$ cat src/rtl/gray_pkg.sv
// Shared helpers for the Gray-code counter: direction encodings and
// binary/Gray conversion functions sized for the widest legal counter.
package gray_pkg;

  // Widest counter the helpers support; narrower values are zero-extended.
  localparam int MAX_WIDTH = 16;

  localparam logic DIR_UP   = 1'b1;
  localparam logic DIR_DOWN = 1'b0;

  // Binary to Gray: each Gray bit is the XOR of a binary bit and its upper neighbour.
  function automatic logic [MAX_WIDTH-1:0] bin2gray(input logic [MAX_WIDTH-1:0] b);
    return b ^ (b >> 1);
  endfunction

  // Gray to binary: prefix XOR from the MSB down. Zero-extended upper bits
  // contribute nothing, so the result is valid for any narrower width.
  function automatic logic [MAX_WIDTH-1:0] gray2bin(input logic [MAX_WIDTH-1:0] g);
    logic [MAX_WIDTH-1:0] b;
    b[MAX_WIDTH-1] = g[MAX_WIDTH-1];
    for (int i = MAX_WIDTH - 2; i >= 0; i--) begin
      b[i] = b[i+1] ^ g[i];
    end
    return b;
  endfunction

endpackage

$ cat src/rtl/gray_code_counter.sv
// Up/down binary counter with a registered Gray-code image, synchronous
// load and a one-cycle wrap pulse. The Gray output comes straight from a
// flop so it can be sampled safely from another clock domain.
module gray_code_counter
  import gray_pkg::*;
#(
  parameter int          WIDTH       = 4,
  parameter int unsigned RESET_VALUE = 32'd0
) (
  input  logic             Clock_In,
  input  logic             Reset_In,
  input  logic             Enable_In,
  input  logic             Up_Down_In,
  input  logic             Load_In,
  input  logic [WIDTH-1:0] Load_Data_In,
  output logic [WIDTH-1:0] Binary_Data_Out,
  output logic [WIDTH-1:0] Gray_Data_Out,
  output logic             Wrap_Out
);

  localparam logic [WIDTH-1:0]     RESET_BIN    = RESET_VALUE[WIDTH-1:0];
  localparam logic [MAX_WIDTH-1:0] RESET_GRAY_W = bin2gray(MAX_WIDTH'(RESET_BIN));
  localparam logic [WIDTH-1:0]     RESET_GRAY   = RESET_GRAY_W[WIDTH-1:0];
  localparam logic [WIDTH-1:0]     MAX_COUNT    = {WIDTH{1'b1}};
  localparam logic [WIDTH-1:0]     ONE          = {{(WIDTH-1){1'b0}}, 1'b1};
  localparam logic [WIDTH-1:0]     ZERO         = {WIDTH{1'b0}};

  logic [WIDTH-1:0]     bin_r;
  logic [WIDTH-1:0]     gray_r;
  logic                 wrap_r;

  logic [WIDTH-1:0]     next_bin_s;
  logic [MAX_WIDTH-1:0] next_gray_wide_s;
  logic [WIDTH-1:0]     next_gray_s;
  logic                 next_wrap_s;

  // Next-state selection: load beats count, count beats hold; the Gray image
  // is derived from the next binary value so both registers stay in step.
  always_comb begin
    next_bin_s  = bin_r;
    next_wrap_s = 1'b0;
    if (Load_In) begin
      next_bin_s  = Load_Data_In;
      next_wrap_s = 1'b0;
    end else if (Enable_In) begin
      if (Up_Down_In == DIR_UP) begin
        next_bin_s  = bin_r + ONE;
        next_wrap_s = (bin_r == MAX_COUNT);
      end else begin
        next_bin_s  = bin_r - ONE;
        next_wrap_s = (bin_r == ZERO);
      end
    end else begin
      next_bin_s  = bin_r;
      next_wrap_s = 1'b0;
    end
    next_gray_wide_s = bin2gray(MAX_WIDTH'(next_bin_s));
    next_gray_s      = next_gray_wide_s[WIDTH-1:0];
  end

  // State register for binary count, Gray image and wrap pulse; reset wins over everything.
  always_ff @(posedge Clock_In) begin
    if (Reset_In) begin
      bin_r  <= RESET_BIN;
      gray_r <= RESET_GRAY;
      wrap_r <= 1'b0;
    end else begin
      bin_r  <= next_bin_s;
      gray_r <= next_gray_s;
      wrap_r <= next_wrap_s;
    end
  end

  assign Binary_Data_Out = bin_r;
  assign Gray_Data_Out   = gray_r;
  assign Wrap_Out        = wrap_r;

endmodule

$ cat config.mk
export PLATFORM = sky130hd
export DESIGN_NAME = gray_code_counter
export DESIGN_NICKNAME = d
export VERILOG_FILES = /design/src/rtl/gray_pkg.sv /design/src/rtl/gray_code_counter.sv
export SDC_FILE = /design/constraint.sdc
export NUM_CORES = 1
export LEC_CHECK = 0
export CAP_MARGIN = 20
export CORE_AREA = 2 2 39 41
export DETAILED_ROUTE_END_ITERATION = 10
export DIE_AREA = 0 0 41 43
export PLACE_DENSITY = 0.68
export REMOVE_ABC_BUFFERS = 1
export SLEW_MARGIN = 20
export SYNTH_ARGS = -nofsm -noshare
export SYNTH_HDL_FRONTEND = slang
export SYNTH_SLANG_ARGS = --single-unit
$ cat constraint.sdc
create_clock -name Clock_In -period 5.3 [get_ports Clock_In]
set_input_delay 1.06 -clock Clock_In [delete_from_list [all_inputs] [get_ports Clock_In]]
set_output_delay 1.06 -clock Clock_In [all_outputs]
set_load 0.1 [all_outputs]
# After elaboration in Yosys (flattened, before gate mapping)
# Cells that the tools add are included.
[word_totals]
inputBits = 9
out_inout_bits = 9
regBits = 9
[op_classes]
eq_ne = 1
reduce_logical = 2
mux = 4
bitwise_logic = 2
n_addsub = 2
[op_table]
columns = ["operator", "count"]
rows = [
  ["2-to-1 mux 4 bit", 3],
  ["adder 4 x 1 -> 4 bit, second input constant", 1],
  ["equality test 4 bit, second input constant", 1],
  ["logical NOT 4 bit", 1],
  ["subtractor 4 x 1 -> 4 bit, second input constant", 1],
  ["XOR 4 x 3 -> 4 bit", 1],
  ["OR reduction 3 bit", 1],
  ["2-to-1 mux 1 bit", 1],
  ["inverter 1 bit", 1],
]

# Logic depth before layout (Yosys ltp)
# Gate-level depths: netlist (run 1).
[depth]
word_depth = 5
mapped_depth = 6

# Least setup slack after synthesis (run 1)
# Ideal clock, no wire load.
[synth_timing]
path_kind = "register to output"
startpoint = "register Binary_Data_Out[3] (netlist name)"
endpoint = "output Gray_Data_Out[3]"
slack_ns = 2.772
arrival_time_ns = 1.468
t_required_ns = 4.240
stages_incl_launch_ff = 2
cell_sequence = "dfxtp_1 buf_4"
[synth_lines]
columns = ["item", "line_no", "rtl"]
rows = [
  ["end, declared", "gray_code_counter.sv:17", "output logic [WIDTH-1:0] Gray_Data_Out,"],
]

# Worst setup path after layout (run 1)
[layout_timing]
startpoint = "register bin_r[0] (netlist: Binary_Data_Out[0])"
endpoint = "output Binary_Data_Out[0]"
[layout_lines]
columns = ["item", "line_no", "rtl"]
rows = [
  ["start, declared", "gray_code_counter.sv:28", "logic [WIDTH-1:0] bin_r;"],
  ["start signal, assigned", "gray_code_counter.sv:68", "bin_r <= next_bin_s;"],
  ["end, declared", "gray_code_counter.sv:16", "output logic [WIDTH-1:0] Binary_Data_Out,"],
]
# No word-level cell between the ends.

==> results of run 1 <==
-- cells by family after synthesis --
family          synth area share, %
mux                            8.44
simple gates                   22.5
compound gates                 15.3
xor+xnor                       5.37
flops                          32.7
buf+inv                        6.39
fa+ha+maj                      9.21
-- routing by layer --
metal | wire [microns] | vias to the layer above | track usage, %
met4 | 14 | 0 | 6.00
met3 | 62 | 2 | 6.28
met2 | 534 | 12 | 20.0
met5 | 0 | - | 0
met1 | 427 | 207 | 14.3
li1 | - | 228 | -
-- cell type report --
class,count,share of cell area [%]
clock buffers,3,3.30
multi-input cells,39,43.7
repair buffers,17,25.0
well taps,16,2.94
flip-flops and latches,8,23.5
inverters,3,1.65
-- synth_stat cells, types with 2 or more instances --
master	n
ha_1	2
buf_4	2
dfxtp_1	8
or3_1	2
a21oi_1	3
xnor2_1	2
mux2i_1	3
inv_1	3
nor2_1	6
-- stage by stage --
stage / instance area, sq um / power, uW / std cells / setup slack, ns
after floorplan: 469 / 146 / 50 / 2.59
after global placement: 659 / 171 / 83 / 2.20
after detailed placement: 659 / 172 / 83 / 2.15
after CTS: 682 / 219 / 86 / 2.31
after global routing: 682 / 228 / 86 / 2.25
final: 682 / 216 / 86 / 2.33
-- worst max path at each step --
stage | to | slack (ns) | cells past startpoint
floorplan | Binary_Data_Out[3] | 2.59 | 0
global placement | Gray_Data_Out[1]$_SDFF_PP0_ | 2.20 | 7
detailed placement | Gray_Data_Out[1]$_SDFF_PP0_ | 2.15 | 7
CTS | Binary_Data_Out[0] | 2.31 | 1
global route | Gray_Data_Out[1]$_SDFF_PP0_ | 2.25 | 7
finish | Binary_Data_Out[0] | 2.33 | 1
-- state kept, by name (all words and copies together) (netlist names) --
register,cells
Binary_Data_Out,4
Gray_Data_Out,3
Wrap_Out,1
-- where the power goes --
group | switching, uW | total [uW] | internal, uW
registers | 5.47 | 71.8 | 66.3
logic | 68.2 | 98.8 | 30.6
clock network | 19.7 | 45.5 | 25.9
==> summary.md, run 1 <==
| Metric | Value |
|---|---|
| Setup slack, reg-to-reg | 3.43 ns |
| First-pass GRT wire length | 1.49 mm |
| Number of global-route vias before repair | 357 |
| Die ar. | 1760 sq um |
| Initial Util | a little over a third |
| Area occupied by registers | 160 sq um |
| Cell taking the most area after synthesis | dfxtp_1 |
| Hold depth | 4 |
| Die Span X | about 41 microns |
| Min Hold Slack | 0.706 ns |
| Max-cap violations | 0 |
| R2R Path Start | Binary_Data_Out[0]$_SDFF_PP0_ |
| Slew HR | 35.6% |
| CP Capture Type | output port |
| Syn Inst Count | 53 |
| Input/output buffers | 17 |
| Routed WL per cell | 12.1 microns |
| Setup TNS | 0 ns |
| # setup viols final | 0 |
| Peak supply drop | 165 uV |
| Total GRT Usage | 13.0% |
| Slew @ Worst Pin | between 0.9 and 1 ns |
| Cells on worst reg2reg path | 5 |
| Min Tclk post-route | 2.97 ns |
| Lkg Pwr | 0.000287 uW |
| Worst Hold Class | reg2reg |
| Family with the most delay on the worst path | buffers and inverters |
| Final hold vios | 0 |
| Critical Path AT | 1.91 ns |
| Most frequent cells in the layout | 17 x clkdlybuf4s50_1, 8 x dfxtp_1, 6 x nor2_1 |
| Worst Path Required | between 4 and 5 ns |
| Pwr Density | 317 nW/um^2 |
| CTS clk-pin slew, worst paths | 0.06 ns |
| Final antenna-violating net count | 0 |
| RSZ-0062 raised after global routing | false |
| Async set-reset flop share out of synthesis | 0% |
| Routed WL | around 1.0 mm |
| Area growth from synthesis to layout | 39.4% |
| Setup bufs post-CTS | 0 |
| Hold Path Sink | Wrap_Out$_SDFF_PP0_ |
| Main area contributors after synthesis | dfxtp_1 33%, mux2i_1 6.1%, ha_1 5.1%, nor2_1 4.6%, fa_1 4.1% |
| Final Cycle Share | 56.1% |
| Row count | 14 |
| Mapped cell area | around 500 sq um |
| Seq/Total Area, Yosys | approximately a third |
| Largest net degree at the start of global routing | 12 |
| Fillers | 143 |
| Slowest-stage cell, CP | clkdlybuf4s50_1 |
| Clk sinks | 8 |
| Worst-Skew Late Latency | 0.24 ns |
| CTS root buf | clkbuf_4 |
| CTS resizes | 0 |
| Commonest non-fill, non-tap cell in the layout | clkdlybuf4s50_1 |
| Antenna violations before repair | 0 |
| Hold Buf Count CTS | 0 |
| Final Skew | between 0.0015 and 0.002 ns |
| #FFs+latches synth | 8 |
| Via density | 5.22 |
| Cell-by-cell trace of the critical path | clkdlybuf4s50_1 |
| Avg Inst Size Synth | 9.23 sq um |
| Ports | 18 |
| Status | finished clean |
| Final slew viol count | 0 |
| Via count | 449 |
| Area of the multi-input gates | 298 sq um |
| Startpoint types | register |
| Peak Freq | 0.337 GHz |
| Die Height | 43 microns |
| Num CTS Buffers | 3 |
| Share of layout cells above drive strength 1 | roughly 7.1% |
| TritonRoute pass-1 iters | 3 |
| Hold Startpoint | Binary_Data_Out[2]$_SDFF_PP0_ |
| Dpl hpwl | 789 microns |
| Crit path kind | reg2out |
| Post-synth top flop | dfxtp_1 |
| DRT iter0 DRCs | 2 |
| Final core occ | about half |
| Nets | 84 |
| Capture point of the worst reg-to-reg path | Gray_Data_Out[1]$_SDFF_PP0_ |
| Largest stage delay, worst path | 1.19 ns |
| Diodes inserted | 0 |
| Core footprint | ~1400 sq um |
| RePlAce Congestion | around 0.66 |
| Crit path launch | Binary_Data_Out[0]$_SDFF_PP0_ |
| # DRC | 0 |
| Clock buffer depth | 2 |
| CP Buf/Inv Count | 1 |
| H-Tree Depth | 1 |
| Distinct cells, synth | 31 |
| Crit Path Max Fanout | 7 |
| Yosys warns | 0 |
| EDFF count, synth | 0 |
| Synth top area share | 32.7% |
| Total congestion overflow | 0 |
| TritonCTS clock tree | done |
No activity file was read; power rests on OpenSTA's default activity.
==> inputs of run 2 (changes only) <==
clock period = 2.9 ns   (was 5.3 ns; I/O delays follow)
==> summary.md, run 2 (synthesis results as in run 1) <==
| Metric | Value |
|---|---|
| Worst Path Required | 3.07 ns (-1.17 ns) |
| Net Sw Frac | 43.5% (+0.32 points) |
| TritonCTS clock tree | done |
| Max-cap violations | 0 (unchanged) |
| Final antenna-violating net count | 0 (unchanged) |
| First-pass GRT wire length | 1.59 mm (+6.5%) |
| Crit path to | Gray_Data_Out[1]$_SDFF_PP0_ |
| Slew @ Worst Pin | 0.476 ns (-0.487 ns) |
| Clock buffer depth | 2 (unchanged) |
| Antenna violations before repair | 0 (unchanged) |
| Final core occ | 48.2% (-1.1 points) |
| Min Tclk post-route | 2.41 ns |
| Row count | 14 (unchanged) |
| Input/output buffers | 17 (unchanged) |
| Share of layout cells above drive strength 1 | 21.1% (+14 points) |
| Peak Freq | 0.414 GHz |
| Largest stage delay, worst path | 0.54 ns (-0.65 ns) |
| Final slew viol count | 0 (unchanged) |
| Core footprint | 1380 sq um (unchanged) |
| R2R Path Start | Binary_Data_Out[0]$_SDFF_PP0_ |
| Slowest-stage cell, CP | clkdlybuf4s50_1 |
| P_sw | 170 uW (+83%) |
| Worst-Skew Late Latency | 0.25 ns (about the same) |
| Number of global-route vias before repair | 416 (+17%) |
| Routed WL | 1.05 mm (+0.96%) |
| Die Span X | 41 microns (unchanged) |
| CTS resizes | 0 (unchanged) |
| Nets | 85 (+1.2%) |
| H-Tree Depth | 1 (unchanged) |
| Comb pwr share | 45.3% (-0.4 points) |
| CTS root buf | clkbuf_4 |
| Via density | 5.23 (+0.17%) |
| # DRC | 0 (unchanged) |
| Lkg Pwr | 0.000306 uW (+6.7%) |
| DRT iter0 DRCs | 3 (+1) |
| Cell-by-cell trace of the critical path | clkdlybuf4s50_1, inv_1, fa_1, mux2_2, mux2i_1, o21ai_0, a21oi_1 |
| Final hold vios | 0 (unchanged) |
| Die ar. | 1760 sq um (unchanged) |
| Area growth from synthesis to layout | 36.3% |
| Min Hold Slack | 0.689 ns (-0.0167 ns) |
| Worst Hold Class | reg2reg |
| Family with the most delay on the worst path | buffers and inverters |
| RSZ-0062 raised after global routing | false |
| Status | finished clean |
| Largest register FFs | 4 (unchanged) |
| Initial Util | 35.4% (unchanged) |
| Setup TNS | 0 ns (unchanged) |
| Seq pwr share | 33.8% (+0.6 points) |
| Clk sinks | 8 (unchanged) |
| Ports | 18 (unchanged) |
| Setup slack, reg-to-reg | 1.03 ns (-2.40 ns) |
| Most frequent cells in the layout | 10 x buf_4, 8 x dfxtp_1, 8 x clkdlybuf4s50_1, 6 x nor2_1 |
| Final Skew | 0.00309 ns (+0.00111 ns) |
| TritonRoute pass-1 iters | 4 (+1) |
| Total GRT Usage | 13.2% (+0.19 points) |
| Crit Path Max Fanout | 5 (-2) |
| Total congestion overflow | 0 (unchanged) |
| Via count | 455 (+1.3%) |
| CTS clk-pin slew, worst paths | 0.05 ns (about the same) |
| Slew HR | 68.1% (+33 points) |
| Pwr Density | 587 nW/um^2 (+85%) |
| Largest net degree at the start of global routing | 11 (-1) |
| Diodes inserted | 0 (unchanged) |
| # setup viols final | 0 (unchanged) |
| Final Cycle Share | 83.2% |
| Startpoint types | input port |
| Setup bufs post-CTS | 0 (unchanged) |
| Crit. path cell count | 7 (+6) |
| Clock power frac | 20.9% (-0.2 points) |
| Crit path launch | Up_Down_In |
| Die Height | 43 microns (unchanged) |
| CP Buf/Inv Count | 2 (+1) |
| Hold Buf Count CTS | 0 (unchanged) |
| Dpl hpwl | 794 microns (+0.54%) |
| Num CTS Buffers | 3 (unchanged) |
| Commonest non-fill, non-tap cell in the layout | buf_4 |
| Capture point of the worst reg-to-reg path | Gray_Data_Out[1]$_SDFF_PP0_ |
| Peak supply drop | 346 uV (+110%) |
| Crit path kind | in2reg |
| Int Power | 221 uW (+80%) |
| RePlAce Congestion | 0.663 (+0.65%) |
| CP Capture Type | register |
| Fillers | 148 (+3.5%) |
| Cells on worst reg2reg path | 5 (unchanged) |
| Critical Path AT | 2.59 ns (+0.68 ns) |
| Routed WL per cell | 12.1 microns (-0.20%) |
run 2: changes by cell type in the layout (fill, tap and decap cells not counted), sizes merged:
cell and change:
buf +10, clkdlybuf4s50 -9
run 2: layout make-up:
class | count | area [sq um] | share of cell area [%]
multi-input cells | 39 | 298 | 44.7
flip-flops and latches | 8 | 160 | 24.0
repair buffers | 18 | 155 | 23.3
clock buffers | 3 | 22.5 | 3.38
well taps | 16 | 20.0 | 3.00
inverters | 3 | 11.3 | 1.69
run 2: worst min path at each step:
| stage | startpoint | end | cells past startpoint |
|---|---|---|---|
| 2_1_floorplan | Reset_In | Gray_Data_Out[1]$_SDFF_PP0_ | 1 |
| 3_3_place_gp | Binary_Data_Out[2]$_SDFF_PP0_ | Wrap_Out$_SDFF_PP0_ | 4 |
| 3_5_place_dp | Binary_Data_Out[2]$_SDFF_PP0_ | Wrap_Out$_SDFF_PP0_ | 4 |
| 4_1_cts | Binary_Data_Out[2]$_SDFF_PP0_ | Wrap_Out$_SDFF_PP0_ | 4 |
| 5_1_grt | Binary_Data_Out[2]$_SDFF_PP0_ | Wrap_Out$_SDFF_PP0_ | 4 |
| 6_report | Binary_Data_Out[2]$_SDFF_PP0_ | Wrap_Out$_SDFF_PP0_ | 4 |
run 2: power by group through the flow:
stage          Clock (uW)  Combinational, uW  Sequential [uW]
2_1_floorplan           0               45.3              222
4_1_cts              86.5                178              132
5_1_grt              88.6                187              134
6_report             81.9                177              132
3_3_place_gp            0                177              134
3_5_place_dp            0                178              134
run 2: tightest hold or removal path, cell delays in order, from the launching register on:
cell	delay (ns)
dfxtp_1	0.35
nand4_1	0.08
nor2_1	0.04
a21oi_1	0.11
nor4b_1	0.06
run 2: through the flow:
stage | power, uW | setup WS, ns | instance area, sq um | std cells
2_1_floorplan | 267 | 0.387 | 469 | 50
3_3_place_gp | 312 | 0.270 | 644 | 84
3_5_place_dp | 312 | 0.247 | 644 | 84
4_1_cts | 397 | 0.490 | 667 | 87
5_1_grt | 410 | 0.363 | 667 | 87
6_report | 391 | 0.486 | 667 | 87
run 2: routing by layer:
metal	track usage [%]	up-vias	routed length [microns]
li1	-	234	-
met1	15.3	209	468
met2	20.6	12	519
met3	3.14	0	61
met4	8.00	0	0
met5	0	-	0
==> inputs of run 3 (changes only) <==
clock period = 2.3 ns   (was 2.9 ns; I/O delays follow)
==> summary.md, run 3 (synthesis results as in run 1) <==
| Metric | Value |
|---|---|
| Peak supply drop | 459 uV (+32%) |
| CTS root buf | clkbuf_4 |
| Peak Freq | 0.462 GHz |
| Die ar. | 1760 sq um (unchanged) |
| Crit path kind | in2reg |
| TritonCTS clock tree | done |
| Nets | 90 (+5.9%) |
| Min Tclk post-route | 2.16 ns |
| Antenna violations before repair | 0 (unchanged) |
| Slew HR | 81.5% (+13 points) |
| CP Capture Type | register |
| Worst Hold Class | reg2reg |
| Routed WL per cell | 12.6 microns (+4.5%) |
| Die Height | 43 microns (unchanged) |
| Diodes inserted | 0 (unchanged) |
| Setup bufs post-CTS | 0 (unchanged) |
| Largest register FFs | 4 (unchanged) |
| CTS clk-pin slew, worst paths | 0.06 ns (about the same) |
| Max-cap violations | 0 (unchanged) |
| Row count | 14 (unchanged) |
| Final non-filler cell total | 92 (+5.7%) |
| Total congestion overflow | 0 (unchanged) |
| Input/output buffers | 17 (unchanged) |
| # DRC | 0 (unchanged) |
| Startpoint types | input port |
| Final antenna-violating net count | 0 (unchanged) |
| Slew @ Worst Pin | 0.278 ns (-0.199 ns) |
| Inst Count DP | 89 (+6.0%) |
| Post-route cell area | 717 sq um (+7.5%) |
| Ports | 18 (unchanged) |
| Dpl hpwl | 896 microns (+13%) |
| Met2 usage | 25.0% (+4.4 points) |
| Number of global-route vias before repair | 456 (+9.6%) |
| Placed inst area | 682 sq um (+5.8%) |
| Critical Path AT | 2.35 ns (-0.24 ns) |
| Largest net degree at the start of global routing | 11 (unchanged) |
| Pwr Density | 724 nW/um^2 (+23%) |
| DRT iter0 DRCs | 23 (+20) |
| Most frequent cells in the layout | 15 x buf_4, 8 x dfxtp_1, 8 x clkdlybuf4s50_1, 6 x nor2_1 |
| First-pass GRT wire length | 1.81 mm (+14%) |
| Die Span X | 41 microns (unchanged) |
| RSZ-0062 raised after global routing | false |
| Lkg Pwr | 0.000330 uW (+7.8%) |
| Total GRT Usage | 15.5% (+2.3 points) |
| Most Crowded Layer GR | met2 |
| Worst Path Required | 2.48 ns (-0.59 ns) |
| Initial Util | 35.4% (unchanged) |
| Final Cycle Share | 94.1% |
| Crit Path Max Fanout | 4 (-1) |
| Worst-Skew Late Latency | 0.26 ns (about the same) |
| Global-route track usage on met3 | 6.28% (+3.1 points) |
| Commonest non-fill, non-tap cell in the layout | buf_4 |
| TritonRoute pass-1 iters | 5 (+1) |
| RePlAce Congestion | 0.694 (+4.7%) |
| Routed WL | 1.16 mm (+10%) |
| Num CTS Buffers | 3 (unchanged) |
| Met1 Use GR | 17.2% (+1.9 points) |
| Final slew viol count | 0 (unchanged) |
| Final core occ | 51.8% (+3.6 points) |
| Setup TNS | 0 ns (unchanged) |
| # setup viols final | 0 (unchanged) |
| Core footprint | 1380 sq um (unchanged) |
| Status | finished clean |
| Clock buffer depth | 2 (unchanged) |
| Via count | 483 (+6.2%) |
| Final hold vios | 0 (unchanged) |
| Area growth from synthesis to layout | 46.5% |
| Final Skew | 0.00135 ns (-0.00174 ns) |
| Share of layout cells above drive strength 1 | 27.6% (+6.5 points) |
| Via density | 5.25 (+0.38%) |
| Clk sinks | 8 (unchanged) |
| H-Tree Depth | 1 (unchanged) |
## run 3: changes by cell type in the layout (fill, tap and decap cells not counted), sizes merged
cell  before  now
buf       10   15
## run 3: final timing paths
kind	cells past startpoint	from	slack [ns]	endpoint
min	4	Binary_Data_Out[2]$_SDFF_PP0_	0.71	Wrap_Out$_SDFF_PP0_
max	7	Up_Down_In	0.14	Gray_Data_Out[1]$_SDFF_PP0_
min reg2reg	4	Binary_Data_Out[2]$_SDFF_PP0_	0.71	Wrap_Out$_SDFF_PP0_
max reg2reg	5	Binary_Data_Out[0]$_SDFF_PP0_	0.51	Gray_Data_Out[1]$_SDFF_PP0_
## run 3: routing by layer
layer | share of wire, % | wire length, microns
met1 | 42 | 486
met2 | 50 | 574
met3 | 6.4 | 74
met4 | 2.0 | 23
met5 | 0 | 0
## run 3: power by group
part / internal [uW] / switching (uW) / leakage (uW)
clock: 60.1 / 53.1 / 0.0000138
combinational: 77.3 / 162 / 0.000250
sequential: 153 / 13.8 / 0.0000663
total: 290 / 229 / 0.000330
## run 3: cell type report
type                            instances  area (sq um)
Multi-Input combinational cell         39           310
Sequential cell                         8           160
Timing Repair Buffer                   23           193
Inverter                                3          11.3
Fill cell                             140           667
Tap cell                               16          20.0
Clock buffer                            3          22.5
## run 3: metrics by stage
step | setup slack [ns] | hold WS, ns | power [uW]
2_1_floorplan | -0.213 | 0.529 | 336
3_3_place_gp | -0.0804 | 0.702 | 401
3_5_place_dp | -0.215 | 0.710 | 404
4_1_cts | 0.0463 | 0.719 | 518
5_1_grt | 0.0695 | 0.786 | 549
6_report | 0.136 | 0.712 | 519
## run 3: what timing repair did
item                       4_1_cts  5_1_grt
setup endpoints to repair        0        1
resized for setup                0        2
hold buffers                     0        0
## run 3: critical path: stages
cell,delay [ns]
clkdlybuf4s50_1,0.48
inv_1,0.10
fa_1,0.54
mux2_2,0.17
mux2i_4,0.08
or3_1,0.37
a21oi_1,0.15
